<file path="config.mk">
export PLATFORM = sky130hd
export DESIGN_NAME = dmem_responder
export DESIGN_NICKNAME = d
export VERILOG_FILES = /design/src/rtl/dmem_responder.sv
export SDC_FILE = /design/constraint.sdc
export NUM_CORES = 2
export LEC_CHECK = 0
export ABC_CLOCK_PERIOD_IN_PS = 87900
export CORE_MARGIN = 2
export CORE_UTILIZATION = 63
export CTS_CLUSTER_SIZE = 30
export DETAILED_ROUTE_END_ITERATION = 12
export PLACE_DENSITY_LB_ADDON = 0.2
export SYNTH_ARGS = -nofsm -noshare
export SYNTH_HDL_FRONTEND = slang
export SYNTH_SLANG_ARGS = --single-unit
</file>
<file path="constraint.sdc">
create_clock -name clk -period 87.9 [get_ports clk]
set_input_delay 13.185 -clock clk [delete_from_list [all_inputs] [get_ports clk]]
set_output_delay 13.185 -clock clk [all_outputs]
set_load 0.03 [all_outputs]
</file>
<file path="src/rtl/dmem_responder.sv">
// Data-memory responder for the pipeline memory stage.
// Accepts one load/store at a time, waits LATENCY cycles, then responds for one cycle.
// An access faults if it is misaligned or beyond DEPTH words. Hazard logic may flush it.
module dmem_responder #(
  parameter int unsigned DEPTH   = 64,
  parameter int unsigned LATENCY = 2
) (
  input  logic        clk,
  input  logic        reset,
  input  logic        req_valid,
  input  logic        req_write,
  input  logic [31:0] req_addr,
  input  logic [31:0] req_wdata,
  input  logic        flush,
  output logic        req_ready,
  output logic        resp_valid,
  output logic [31:0] resp_rdata,
  output logic        resp_err,
  output logic        stall
);

  localparam int unsigned IdxW = (DEPTH > 1) ? $clog2(DEPTH) : 1;

  typedef enum logic [1:0] {StIdle, StWait, StResp} state_e;

  state_e      state_q, state_d;
  logic [3:0]  cnt_q, cnt_d;
  logic        write_q;
  logic [31:0] addr_q;
  logic [31:0] wdata_q;
  logic [31:0] mem_q [DEPTH];

  logic            accept;
  logic            fault;
  logic            commit;
  logic [IdxW-1:0] idx;

  assign accept = req_valid && (state_q == StIdle) && !flush;
  assign idx    = addr_q[IdxW+1:2];
  assign fault  = (addr_q[1:0] != 2'b00) || ({2'b00, addr_q[31:2]} >= 32'(DEPTH));
  // The response (and any store) only takes effect if the RESP cycle is not flushed.
  assign commit = (state_q == StResp) && !flush;

  // State and wait counter registers.
  always_ff @(posedge clk or posedge reset) begin
    if (reset) begin
      state_q <= StIdle;
      cnt_q   <= 4'd0;
    end else begin
      state_q <= state_d;
      cnt_q   <= cnt_d;
    end
  end

  // Next-state and counter logic.
  always_comb begin
    state_d = state_q;
    cnt_d   = cnt_q;
    unique case (state_q)
      StIdle: begin
        if (accept) begin
          cnt_d   = 4'(LATENCY);
          state_d = (LATENCY == 0) ? StResp : StWait;
        end
      end
      StWait: begin
        if (flush) begin
          state_d = StIdle;
          cnt_d   = 4'd0;
        end else begin
          cnt_d = cnt_q - 4'd1;
          if (cnt_q == 4'd1) state_d = StResp;
        end
      end
      StResp: state_d = StIdle;
      default: state_d = StIdle;
    endcase
  end

  // Outputs; data and error are forced to zero whenever no response is presented.
  always_comb begin
    req_ready  = (state_q == StIdle);
    stall      = ((state_q == StIdle) && req_valid && !flush) || (state_q == StWait);
    resp_valid = commit;
    resp_err   = commit && fault;
    resp_rdata = 32'd0;
    if (commit && !fault && !write_q) resp_rdata = mem_q[idx];
  end

  // Capture the accepted request.
  always_ff @(posedge clk or posedge reset) begin
    if (reset) begin
      write_q <= 1'b0;
      addr_q  <= 32'd0;
      wdata_q <= 32'd0;
    end else if (accept) begin
      write_q <= req_write;
      addr_q  <= req_addr;
      wdata_q <= req_wdata;
    end
  end

  // Word storage; a store lands at the end of an unflushed, fault-free RESP cycle.
  always_ff @(posedge clk or posedge reset) begin
    if (reset) begin
      for (int i = 0; i < int'(DEPTH); i++) mem_q[i] <= 32'd0;
    end else if (commit && write_q && !fault) begin
      mem_q[idx] <= wdata_q;
    end
  end

endmodule

</file>
=== Word-level counts from Yosys, hierarchy flattened ===
Index checks and enable logic that the tools add are counted.

* Register bits after elaboration: 2119
* Input port bits: 69
* Word-level logic and storage cells: 112

* Add/sub/neg operators: 1
* Magnitude comparators: 3
* Equality and inequality tests: 5
* Muxes and demuxes: 14
* Bitwise gates (word level): 1
* Reductions and logical operators: 19

{| class="wikitable"
|+ Operators by type and width
! operator !! count
|-
| $bwmux 2048 || 1
|-
| $bmux 32 s6 || 1
|-
| $demux 32 s6 || 1
|-
| $mux 32 || 4
|-
| $ge 30x7->1 const B || 1
|-
| $logic_and 1x1->1 || 9
|-
| $mux 4 || 2
|-
| $pmux 4 s2 || 1
|-
| $ge 7x7->1 const B || 1
|-
| $lt 7x1->1 const B || 1
|-
| $not 6->7 || 1
|-
| $mux 2 || 3
|-
| $eq 4x1->1 const B || 1
|-
| $pmux 2 s2 || 1
|-
| $reduce_and 2->1 || 2
|-
| $reduce_bool 2->1 || 2
|-
| $sub 4x1->4 const B || 1
|-
| $logic_not 1->1 || 3
|-
| $ne 3x3->1 const B || 1
|-
| $eq 2x1->1 const B || 1
|-
| $eq 2x2->1 const B || 1
|-
| $logic_not 2->1 || 1
|-
| $logic_or 1x1->1 || 2
|-
| $ne 2x1->1 const B || 1
|}

=== Logic depth before layout (Yosys ltp) ===
* Depth after elaboration: 6
* Depth in mapped cells: 12
* Gate-level depth less buffers: 6

=== Least setup slack after synthesis ===
OpenSTA, ideal clock, no wires.

* Kind: in2out
* From: input flush
* To: output resp_rdata[7]
* Arrival time: 15945 ps
* Data required time: 74715 ps
* Path slack: 58770 ps
* Stages on the path: 6
* Buffers on the path: 1
* Cell sequence: nor2_1 nand2_1 or4_1 clkbuf_1 or4_1 a2111oi_0

* Longest elaborated chain between the ends: 5

{| class="wikitable"
|+ RTL lines
! what !! line !! text
|-
| start, declared || 14 || <nowiki>input logic flush,</nowiki>
|-
| $logic_not 1->1 || 42 || <nowiki>assign commit = (state_q == StResp) && !flush;</nowiki>
|-
| $logic_and 1x1->1 || 42 ||
|-
| $logic_and 1x1->1 (2 in a row) || 87 || <nowiki>if (commit && !fault && !write_q) resp_rdata = mem_q[idx];</nowiki>
|-
| $mux 32 || 87 ||
|-
| end, declared || 17 || <nowiki>output logic [31:0] resp_rdata,</nowiki>
|}

No other way between the ends.

=== Final worst setup path ===
Same ends and word-level chain as after synthesis.

==> metrics.txt <==
CTS tree built; area of the multi-input gates 0.0397 mm^2; Worst-Skew Late Latency 0.87 ns; Area growth syn-to-layout 10.0%; crit path max fanout 28; worst path required time 74.71 ns; crit path to resp_rdata[7]; Routed WL per cell 34.8 um; Post-synth EDFFs 0; most common cell after layout, fill and taps aside dfrtp_1; Lkg Pwr 0.0525 uW; setup TNS 0 ns; fraction of registers with async set/reset 100%; CTS root buffer clkbuf_16; Max IR drop VDD 0.0301 mV; gr usage total 40.5%; relative max-transition margin 13.6%; Max Root-Sink Buffers 3; first-pass GRT wire length 448 mm; status completed; R2R Setup Slk 81.81 ns; most frequent cells in the layout dfrtp_1, mux2_2, o22ai_1; synth top area cells dfrtp_1, mux2_2, mux2_1; critical path startpoint category input port; worst hold path type reg2reg; Die Y 393 um; max-slew violation total from the final report 0; Avg Cell Area, Syn 13.8 um^2; chip width 393 um; WL final 308 mm; top_reg_cell synth dfrtp_1; min Tclk post-route 30.21 ns; ANT nets after route 0; max frequency 33.1 MHz; Clock transition at path regs 0.06 ns; worst r2r dst mem_q[1541]; Clock Sinks 2119; area of the core 0.150 mm^2; R2R Path Start addr_q[2]; starting density of the core 63.6%; pin count of the biggest net entering global routing 178; DR vias 63400; cells on worst reg2reg path 8; Max Cap Viol 0; Setup crit end kind output port; final setup margin 57.69 ns; H-tree depth 4; vias in the first global route 65000; initial antenna violation count 16; total I/O pin count 105; fraction of layout instances using a drive strength above 1 40.1%; post-route clock period utilization 34.4%; syn nets 6973; CP Class in2out; post_cts resized 0; Yosys top cell area share 55.6%; Mapped Area 0.0953 mm^2; Setup-failing EPs final 0; synthesized instance count 6902; Remaining DRCs 0; row count 142; pre-CTS setup slack 57.69 ns; TritonCTS Buffers 210; sequential standard cell area 0.0531 mm^2; Setup Buffers After CTS 0; RSZ-0062 raised after global routing no; Avg Vias per Cell 7.16; Netlist cell types 64; # nets final 6739; CP Launch Point flush; Fin Clk Skew 0.0338 ns; layout filler cell count 10200; hold_buf cts 0; largest area contributor in the netlist dfrtp_1; power per cell area 23.6 mW/mm^2; Die Area 0.154 mm^2; crit path DAT 17.03 ns; worst slew pin tran 1.30 ns; post-detail-place hpwl 172 mm; routability cong. 0.862; post-synthesis sequential area ratio 55.6%; input/output buffers 104; final hold vios 0; total gr overflow 0; #FFs+latches synth 2119; Detailed Routing Iterations Pass 1 6; initial detailed-routing violation count 7486; Syn. warnings 0
## Yosys cell counts, drive strengths merged (7+ instances only)
cell type and number:
a2111oi 16, a211oi 26, a21oi 139, a221oi 23
a222oi 11, a22oi 48, a2bb2oi 14, a31oi 8
and3 13, and4 13, buf 331, clkbuf 390
dfrtp 2119, inv 9, mux2 2256, mux2i 155
mux4 141, nand2 215, nand2b 7, nand3 7
nor2 147, nor2b 8, nor3 9, nor4 15
o2111a 7, o211ai 19, o21ai 166, o221ai 191
o22a 26, o22ai 308
## report_power, final
group | total (uW) | leakage, uW | switching [uW] | internal (uW)
logic | 507 | 0.0195 | 370 | 136
clock network | 928 | 0.00354 | 388 | 540
registers | 1040 | 0.0294 | 57.3 | 985
## layout make-up
| type | count | area share [%] |
|---|---|---|
| flip-flops and latches | 2119 | 50.6 |
| multi-input cells | 4051 | 37.8 |
| clock buffers | 314 | 6.01 |
| well taps | 2016 | 2.41 |
| repair buffers | 275 | 2.26 |
| clock inverters | 68 | 0.793 |
| inverters | 11 | 0.0561 |
| diodes | 8 | 0.0191 |
## critical path, stage by stage
cell,delay (ns)
clkdlybuf4s50_1,0.47
nor2_1,0.14
nand2_1,0.14
or4_2,0.56
buf_4,0.35
or4_1,0.63
a2111oi_0,0.71
clkdlybuf4s50_1,0.81
## worst min-delay path by stage
stage / from / endpoint / slack [ns] / cells past startpoint
finish: mem_q[1911] / mem_q[1911] / 0.49 / 1
global route: mem_q[828] / mem_q[828] / 0.50 / 1
CTS: mem_q[62] / mem_q[62] / 0.49 / 1
detailed placement: mem_q[633] / mem_q[633] / 0.48 / 1
global placement: mem_q[626] / mem_q[626] / 0.47 / 1
floorplan: mem_q[626] / mem_q[626] / 0.46 / 1
## stage by stage
| step | std cells | power [uW] | area, um^2 | hold slack, ns | utilization (%) |
|---|---|---|---|---|---|
| floorplan | 6902 | 1340 | 95300 | 0.456 | - |
| global placement | 8472 | 1540 | 97700 | 0.466 | 65.2 |
| detailed placement | 8472 | 1540 | 97700 | 0.477 | 65.2 |
| CTS | 8854 | 2460 | 105000 | 0.490 | 69.9 |
| global route | 8854 | 2540 | 105000 | 0.496 | 69.9 |
| finish | 8862 | 2480 | 105000 | 0.488 | 69.9 |
## state kept, by name (all words and copies together) (netlist names)
signal   flops
write_q      1
wdata_q     32
addr_q      32
state_q      2
mem_q     2048
cnt_q        4
## kinds of logic (layout without fill, tap and decap cells)
| logic type | count (synthesis) | after routing | synth area share [%] |
|---|---|---|---|
| compound gates | 1035 | 1035 | 7.41 |
| fa+ha+maj | 2 | 2 | 0.0262 |
| buf+inv | 732 | 668 | 3.16 |
| flops | 2119 | 2119 | 55.6 |
| mux | 2552 | 2552 | 31.6 |
| other cells | 0 | 8 | 0 |
| simple gates | 462 | 462 | 2.17 |
## per-layer routing
layer / global-route usage, % / part of all wire, %
met2: 60.3 / 44
met1: 53.8 / 37
met3: 11.3 / 12
met4: 22.9 / 6.5
met5: 0 / 0.072
Note: power is estimated with default switching activity, not from simulation.
